$ cat config.mk
export PLATFORM = sky130hd
export DESIGN_NAME = csr_access_unit
export DESIGN_NICKNAME = d
export VERILOG_FILES = /design/src/rtl/csr_access_pkg.sv /design/src/rtl/rv32i_types_pkg.sv /design/src/rtl/csr_op_decode.sv /design/src/rtl/csr_access_unit.sv
export SDC_FILE = /design/constraint.sdc
export NUM_CORES = 1
export LEC_CHECK = 0
export BUFFER_PORTS_ARGS = -buffer_cell sky130_fd_sc_hd__clkbuf_2
export CAP_MARGIN = 30
export CORE_MARGIN = 2
export CORE_UTILIZATION = 25
export DETAILED_ROUTE_END_ITERATION = 16
export MAX_ROUTING_LAYER = met4
export RECOVER_POWER = 50
export REMOVE_ABC_BUFFERS = 1
export SYNTH_ARGS = -nofsm -noshare
export SYNTH_HDL_FRONTEND = slang
export SYNTH_SLANG_ARGS = --single-unit
$ cat constraint.sdc
create_clock -name CLK -period 2.05 [get_ports CLK]
set_input_delay 0.41 -clock CLK [delete_from_list [all_inputs] [get_ports CLK]]
set_output_delay 0.41 -clock CLK [all_outputs]
set_load 0.03 [all_outputs]
$ cat src/rtl/csr_access_pkg.sv
// rtl/csr_access_pkg.sv - sequencer state encoding and CSR address constants
//
// Purpose: types local to csr_access_unit.
// Contents: csr_acc_state_t, CSR_RO_BITS (addr[11:10] pattern of read-only CSRs).
package csr_access_pkg;

  typedef enum logic [1:0] {
    IDLE  = 2'd0,
    ISSUE = 2'd1,
    RESP  = 2'd2
  } csr_acc_state_t;

  localparam logic [1:0] CSR_RO_BITS = 2'b11;

endpackage

$ cat src/rtl/rv32i_types_pkg.sv
// rtl/rv32i_types_pkg.sv - shared RV32I scalar types and Zicsr funct3 encodings
//
// Purpose: common datapath types used by the CSR access path.
// Contents: word_t, csr_addr_t, reg_idx_t, csr_funct3_t.
package rv32i_types_pkg;

  typedef logic [31:0] word_t;
  typedef logic [11:0] csr_addr_t;
  typedef logic [4:0]  reg_idx_t;

  // 3'b000 and 3'b100 are not Zicsr operations and decode as illegal.
  typedef enum logic [2:0] {
    CSRRW  = 3'b001,
    CSRRS  = 3'b010,
    CSRRC  = 3'b011,
    CSRRWI = 3'b101,
    CSRRSI = 3'b110,
    CSRRCI = 3'b111
  } csr_funct3_t;

endpackage

$ cat src/rtl/csr_op_decode.sv
// rtl/csr_op_decode.sv - combinational Zicsr funct3/operand decoder
//
// Purpose: maps funct3 and the rs1 field to one CSR operation and its operand.
// Ports:
//   funct3   in  3   Zicsr funct3
//   rs1_data in  32  register operand
//   rs1_uimm in  5   rs1 field (register index or zimm)
//   swap     out 1   read-and-write operation
//   set      out 1   read-and-set operation (suppressed when rs1 field is 0)
//   clr      out 1   read-and-clear operation (suppressed when rs1 field is 0)
//   illegal  out 1   funct3 is not a Zicsr operation
//   operand  out 32  zero-extended zimm for immediate forms, else rs1_data
module csr_op_decode
  import rv32i_types_pkg::*;
(
  input  logic [2:0]  funct3,
  input  logic [31:0] rs1_data,
  input  logic [4:0]  rs1_uimm,
  output logic        swap,
  output logic        set,
  output logic        clr,
  output logic        illegal,
  output logic [31:0] operand
);

  always_comb begin
    swap    = 1'b0;
    set     = 1'b0;
    clr     = 1'b0;
    illegal = 1'b0;
    operand = funct3[2] ? {27'd0, rs1_uimm} : rs1_data;
    case (funct3)
      CSRRW, CSRRWI: swap = 1'b1;
      // rs1 field of zero turns set/clear into a side-effect-free read
      CSRRS, CSRRSI: set  = (rs1_uimm != 5'd0);
      CSRRC, CSRRCI: clr  = (rs1_uimm != 5'd0);
      default:       illegal = 1'b1;
    endcase
  end

endmodule

$ cat src/rtl/csr_access_unit.sv
// rtl/csr_access_unit.sv - pipeline-side Zicsr sequencer in front of the CSR file
//
// Purpose: accepts one decoded CSR instruction, issues a single-cycle strobe to
// the CSR file, returns the old value (or an illegal flag) to writeback, and
// holds off new requests for SETTLE_CYCLES idle cycles after any CSR write.
// Optional macro: CSR_RO_WRITE_CHECK_EN - writes to addr[11:10]==2'b11 become
// illegal and are not strobed.
// Ports:
//   CLK, nRST                          clock, asynchronous active-low reset
//   req_valid/req_ready                request handshake
//   funct3, csr_addr, rs1_data,
//   rs1_uimm, rd_addr                  decoded instruction fields
//   flush                              squash in-flight request
//   csr_swap/csr_clr/csr_set,
//   csr_addr_o, csr_wdata              CSR file strobes (ISSUE only)
//   csr_rdata, csr_invalid             CSR file response
//   wb_valid/wb_ready, wb_rd, wb_data,
//   illegal_insn                       writeback result
module csr_access_unit
  import rv32i_types_pkg::*;
  import csr_access_pkg::*;
#(
  parameter int SETTLE_CYCLES = 1
) (
  input  logic        CLK,
  input  logic        nRST,
  input  logic        req_valid,
  output logic        req_ready,
  input  logic [2:0]  funct3,
  input  logic [11:0] csr_addr,
  input  logic [31:0] rs1_data,
  input  logic [4:0]  rs1_uimm,
  input  logic [4:0]  rd_addr,
  input  logic        flush,
  output logic        csr_swap,
  output logic        csr_clr,
  output logic        csr_set,
  output logic [11:0] csr_addr_o,
  output logic [31:0] csr_wdata,
  input  logic [31:0] csr_rdata,
  input  logic        csr_invalid,
  output logic        wb_valid,
  input  logic        wb_ready,
  output logic [4:0]  wb_rd,
  output logic [31:0] wb_data,
  output logic        illegal_insn
);

  localparam int CNT_W = (SETTLE_CYCLES > 0) ? $clog2(SETTLE_CYCLES + 1) : 1;
  localparam logic [CNT_W-1:0] SETTLE_LOAD = CNT_W'(SETTLE_CYCLES);

  csr_acc_state_t   state, next_state;
  logic             started;
  logic [CNT_W-1:0] settle_cnt;

  logic [2:0]       f3_q;
  csr_addr_t        addr_q;
  word_t            data_q;
  logic [4:0]       uimm_q;
  reg_idx_t         rd_q;
  word_t            wb_data_q;
  logic             illegal_q;

  logic             dec_swap, dec_set, dec_clr, dec_illegal;
  word_t            dec_operand;
  logic             ro_block;
  logic             issue_wr;
  logic             accept;

  // Decode runs on the latched fields so strobes depend only on registers.
  csr_op_decode u_decode (
    .funct3   (f3_q),
    .rs1_data (data_q),
    .rs1_uimm (uimm_q),
    .swap     (dec_swap),
    .set      (dec_set),
    .clr      (dec_clr),
    .illegal  (dec_illegal),
    .operand  (dec_operand)
  );

`ifdef CSR_RO_WRITE_CHECK_EN
  assign ro_block = (addr_q[11:10] == CSR_RO_BITS) && (dec_swap || dec_set || dec_clr);
`else
  assign ro_block = 1'b0;
`endif

  assign issue_wr = (dec_swap || dec_set || dec_clr) && !ro_block;

  // started keeps req_ready low until the first clock after reset release.
  assign accept = (state == IDLE) && started && (settle_cnt == '0) && req_valid && !flush;

  always_comb begin
    next_state   = state;
    req_ready    = 1'b0;
    csr_swap     = 1'b0;
    csr_set      = 1'b0;
    csr_clr      = 1'b0;
    csr_addr_o   = 12'd0;
    csr_wdata    = 32'd0;
    wb_valid     = 1'b0;
    wb_rd        = 5'd0;
    wb_data      = 32'd0;
    illegal_insn = 1'b0;
    case (state)
      IDLE: begin
        req_ready = started && (settle_cnt == '0);
        if (accept) next_state = ISSUE;
      end
      ISSUE: begin
        // flush does not cancel the strobe: the write is already committed
        csr_swap   = dec_swap && !ro_block;
        csr_set    = dec_set && !ro_block;
        csr_clr    = dec_clr && !ro_block;
        csr_addr_o = addr_q;
        csr_wdata  = dec_operand;
        next_state = flush ? IDLE : RESP;
      end
      RESP: begin
        wb_valid     = 1'b1;
        wb_rd        = rd_q;
        wb_data      = wb_data_q;
        illegal_insn = illegal_q;
        if (flush || wb_ready) next_state = IDLE;
      end
      default: next_state = IDLE;
    endcase
  end

  always_ff @(posedge CLK or negedge nRST) begin
    if (!nRST) begin
      state      <= IDLE;
      started    <= 1'b0;
      settle_cnt <= '0;
      f3_q       <= 3'd0;
      addr_q     <= '0;
      data_q     <= '0;
      uimm_q     <= 5'd0;
      rd_q       <= '0;
      wb_data_q  <= '0;
      illegal_q  <= 1'b0;
    end else begin
      state   <= next_state;
      started <= 1'b1;
      if (accept) begin
        f3_q   <= funct3;
        addr_q <= csr_addr;
        data_q <= rs1_data;
        uimm_q <= rs1_uimm;
        rd_q   <= rd_addr;
      end
      if (state == ISSUE) begin
        wb_data_q <= csr_invalid ? 32'd0 : csr_rdata;
        illegal_q <= dec_illegal || ro_block || csr_invalid;
      end
      // The settle window only counts down while idle.
      if (state == ISSUE && issue_wr) settle_cnt <= SETTLE_LOAD;
      else if (state == IDLE && settle_cnt != '0) settle_cnt <= settle_cnt - 1'b1;
    end
  end

endmodule

Word-level counts from Yosys, hierarchy flattened. Cells that the tools add are included.

Add/sub/neg operators: 1. Equality and inequality tests: 10. Mux-type cells: 22. Bitwise gates (word level): 1. Reduce and logical (&&, ||, !) cells: 20.

Operators by type and width (number): $mux 32 (4); $mux 1 (12); $mux 12 (1); $eq 3x3->1 const B (3); $logic_and 1x1->1 (7); $eq 3x2->1 const B (2); $mux 2 (3); $pmux 2 s3 (1); $reduce_or 2->1 (3); $reduce_or 6->1 (1); $mux 5 (1); $reduce_bool 5->1 (1); $logic_or 1x1->1 (4); $ne 2x2->1 const B (2); $eq 3x1->1 const B (1); $eq 2x1->1 const B (1); $eq 2x2->1 const B (1); $logic_not 2->1 (1); $reduce_and 2->1 (1); $reduce_bool 2->1 (1); $logic_not 1->1 (1); $not 1->1 (1); $sub 1x1->1 const B (1).

Flip-flop bits (word level): 94. Bits of input ports: 95. Logic and storage cells: 64.

Logic depth before layout (Yosys ltp).
Depth in word-level cells: 7. Mapped depth: 5.

Cells and area by module. Synthesis repeated with hierarchy kept, for this count alone.

Cell total of the unflattened synthesis: 416. Area, all modules: 4604.4 sq um.

Modules (own cells, without submodules): csr_access_unit (times used 1, cells each 373, area each 4304.1 sq um, seq. area each 2352.3 sq um); csr_op_decode (times used 1, cells each 43, area each 300.3 sq um, seq. area each 0.0 sq um).

Worst setup path before layout. OpenSTA, ideal clock, no wires.

Path kind: register to output. From: register state[1]. To: output port csr_swap. Data arrival time: 1.658 ns. Data required time: 1.640 ns. Setup slack: -0.018 ns. Cell stages (with the launch flop): 5. Cells stage by stage: dfrtp_1 -> nand2b_1 -> clkbuf_1 -> clkbuf_1 -> nor3b_1.

Longest elaborated chain between the ends: 2.

RTL lines: from (decl) (line csr_access_unit.sv:52) `csr_acc_state_t state, next_state;`; from (signal assigned) (line csr_access_unit.sv:143) `state <= next_state;`; $eq 2x1->1 (line csr_access_unit.sv:105) `case (state)`; $mux 1 (line csr_access_unit.sv:105); to (decl) (line csr_access_unit.sv:35) `output logic csr_swap,`.

Every way passes these cells.

Worst setup path after layout.
From: register uimm_q[1]. To: output port csr_clr.

Longest elaborated chain between the ends: 3.

RTL lines: from (decl) (line csr_access_unit.sv:59) `logic [4:0] uimm_q;`; from (signal assigned) (line csr_access_unit.sv:149) `uimm_q <= rs1_uimm;`; $reduce_bool 5->1 (line csr_op_decode.sv:36) `CSRRC, CSRRCI: clr = (rs1_uimm != 5'd0);`; $mux 1 (line csr_op_decode.sv:32) `case (funct3)`; $mux 1 (line csr_access_unit.sv:105); to (decl) (line csr_access_unit.sv:36) `output logic csr_clr,`.

Every way passes these cells.

==> metrics.md <==
| Metric | Value |
|---|---|
| Dpl ws | about 0.16 ns |
| DRC | 0 |
| Drt first pass iters | 4 |
| Yosys reg bits | 94 |
| Worst Skew | 0.00750 ns |
| Area leader, netlist | dfrtp_1 |
| Maximum VDD drop | 0.462 mV |
| Fin crit share | 107% |
| Syn_area_per_cell | 11.4 µm² |
| Worst-Skew Late Latency | approximately 0.34 ns |
| Post-route ant nets | 0 |
| Synthesized area | 0.00438 mm² |
| H-Tree Depth | 3 |
| First-pass GRT wire length | 19300 µm |
| Vert. Die Dim | 136 µm |
| Synth area leaders | dfrtp_1, and2_1, mux2_2 |
| Clock Tree Buf Depth | 2 |
| Clk root buf | clkbuf_16 |
| Via count | 3536 |
| Initial antenna violation count | 0 |
| Num CTS Buffers | 9 |
| Initial Util | 25.5% |
| Max-slew violations | 0 |
| Crit path DAT | 1.79 ns |
| Max-slew headroom | roughly an eighth |
| GRT Total Usage | 13.9% |
| Final Hold Fails | 0 |
| I/O Pins | 182 |
| Final global-route overflow total | 0 |
| Failing checks | setup timing |
| Vias in the first global route | between 3000 and 4000 |
| Overall routed net length | 12500 µm |
| CTS Hold Bufs | 0 |
| Worst EP required | 1.64 ns |
| Drt wl/cell | between 15 and 20 µm |
| RSZ-0062 raised after global routing | true |
| Clk pin slew, worst setup/hold paths | roughly 0.07 ns |
| Layout cells sized above 1 | about three fifths |
| Post-synth cell types | 25 |
| Status | complete, but fails checks |
| Pwr/cell area | 802 mW/mm² |
| Setup violators final | 27 |
| Dpl hpwl | about 7600 µm |
| Top-area cell type share of the netlist area | 53.8% |
| Max Fclk | 455 MHz |
| Worst setup margin | -0.150 ns |
| Synth-to-Final Area Change | 62.7% |
| Worst Setup Start Kind | register |
| Worst-path maximum fanout | 3 |
| Hold/Removal Path Class | in -> reg |
| Max Cap Violations | 0 |
| Most common cell after layout, fill and taps aside | clkbuf_2 |
| Largest net degree at the start of global routing | 95 |
| CTS tree | built |
| Row count | 48 |
| Die width | approximately 140 µm |
| ANT cells | 0 |
| CTS Sinks | 94 |
| Period minus WS final | about 2.2 ns |
| Initial drt markers | between 60 and 70 |
| CP Capture Type | output pin |
| Lkg Pwr | 0.00357 µW |
| Die area | 0.0186 mm² |
| Core area | around 0.017 mm² |
| Synthesized instance count | around 380 |
| Final hold slack | ~0.25 ns |
| Layout Nets | about 680 |
| Leading cell types in the layout, fill and taps excluded | clkbuf_2, dfrtp_1, nand2_1 |
| Yosys warning count | 0 |
| Port Buf Inserts | between 150 and 200 |
| Via-per-instance ratio | 4.32 |
| Sequential share of the synthesized area | 53.8% |
| Routability Congestion | between 0.7 and 0.8 |
| Worst Max-Slew Pin Slew | between 1 and 1.5 ns |
| Crit Path Category | reg -> out |
[per-layer routing]
metal	vias to the layer above	wire, µm	GRT usage [%]
li1	1655	-	-
met1	1731	5310	16.7
met2	138	6220	22.8
met3	12	838	3.39
met4	0	176	4.69
met5	-	0	-
[flip-flops by register name (all words and copies together), names as in the netlist]
signal      count
wb_data_q      32
addr_q         12
settle_cnt      1
data_q         32
uimm_q          5
f3_q            3
state           2
rd_q            5
illegal_q       1
started         1
[power by group]
part / switching, µW / internal (µW)
registers: 288 / 2320
clock network: 707 / 1100
logic: 541 / 762
[cell usage after synthesis]
cell type	count
buf_2	4
nor2_1	9
a21oi_1	1
nor3b_1	1
clkbuf_1	19
nor4b_4	1
and2_1	77
mux2_4	19
or4_1	1
dfrtp_1	94
mux2_2	38
buf_6	3
mux2i_1	5
nor2b_1	2
nor3_1	1
o21ai_0	1
nand2_1	67
nand2b_1	2
a311oi_1	1
nand3b_1	32
o21a_1	1
conb_1	1
inv_1	2
nand3b_2	1
and4b_1	1
[layout make-up]
cell class / instances / area, µm²
multi-input cells: 262 / 2110
inverters: 2 / 7.51
repair buffers: 220 / 2050
fillers: 1638 / 10100
clock buffers: 10 / 239
well taps: 225 / 282
clock inverters: 5 / 83.8
flip-flops and latches: 94 / 2350
[critical path, stage by stage (launching register included)]
cell      delay [ns]
dfrtp_1         0.39
or4_4           0.56
nor2_4          0.13
and4b_1         0.21
clkbuf_8        0.16
[worst paths after layout]
check / cells past startpoint / start / slack, ns / endpoint
max in group asynchronous: 2 / nRST / 0.66 / state[0]$_DFFE_PN0P_
min in group asynchronous: 2 / nRST / 0.48 / wb_data_q[16]$_DFFE_PN0P_
hold reg to reg: 2 / wb_data_q[2]$_DFFE_PN0P_ / 0.47 / wb_data_q[2]$_DFFE_PN0P_
hold / removal: 2 / flush / 0.25 / state[1]$_DFFE_PN0P_
setup reg to reg: 12 / uimm_q[1]$_DFFE_PN0P_ / 0.02 / settle_cnt$_DFFE_PN0P_
setup / recovery: 4 / uimm_q[1]$_DFFE_PN0P_ / -0.15 / csr_clr
[stage by stage]
stage	total power [µW]	TNS (ns)	cell area [µm²]	std cells	util [%]
after CTS	5700	-2.18	6750	815	39.3
final	5710	-1.39	7120	818	41.4
after global routing	6030	-6.10	7120	818	41.4
after global placement	3580	0	5600	774	32.6
after detailed placement	3640	0	5600	774	32.6
after floorplan	3230	-86.76	4250	358	-
[cells by family after synthesis]
family	Yosys count	share of synthesized area (%)
AND/OR/NAND/NOR	195	25.1
flip-flops	94	53.8
multiplexers	62	17.4
buffers and inverters	28	3.03
AO/OA/AOI/OAI	4	0.600
other	1	0.0857
[timing repair]
item                       4_1_cts  5_1_grt
cloned                           4        3
pin swaps                       16       22
setup endpoints to repair       75       82
setup buffers                   22        3
gates resized for setup        142      187
No activity file was read; power rests on OpenSTA's default activity.
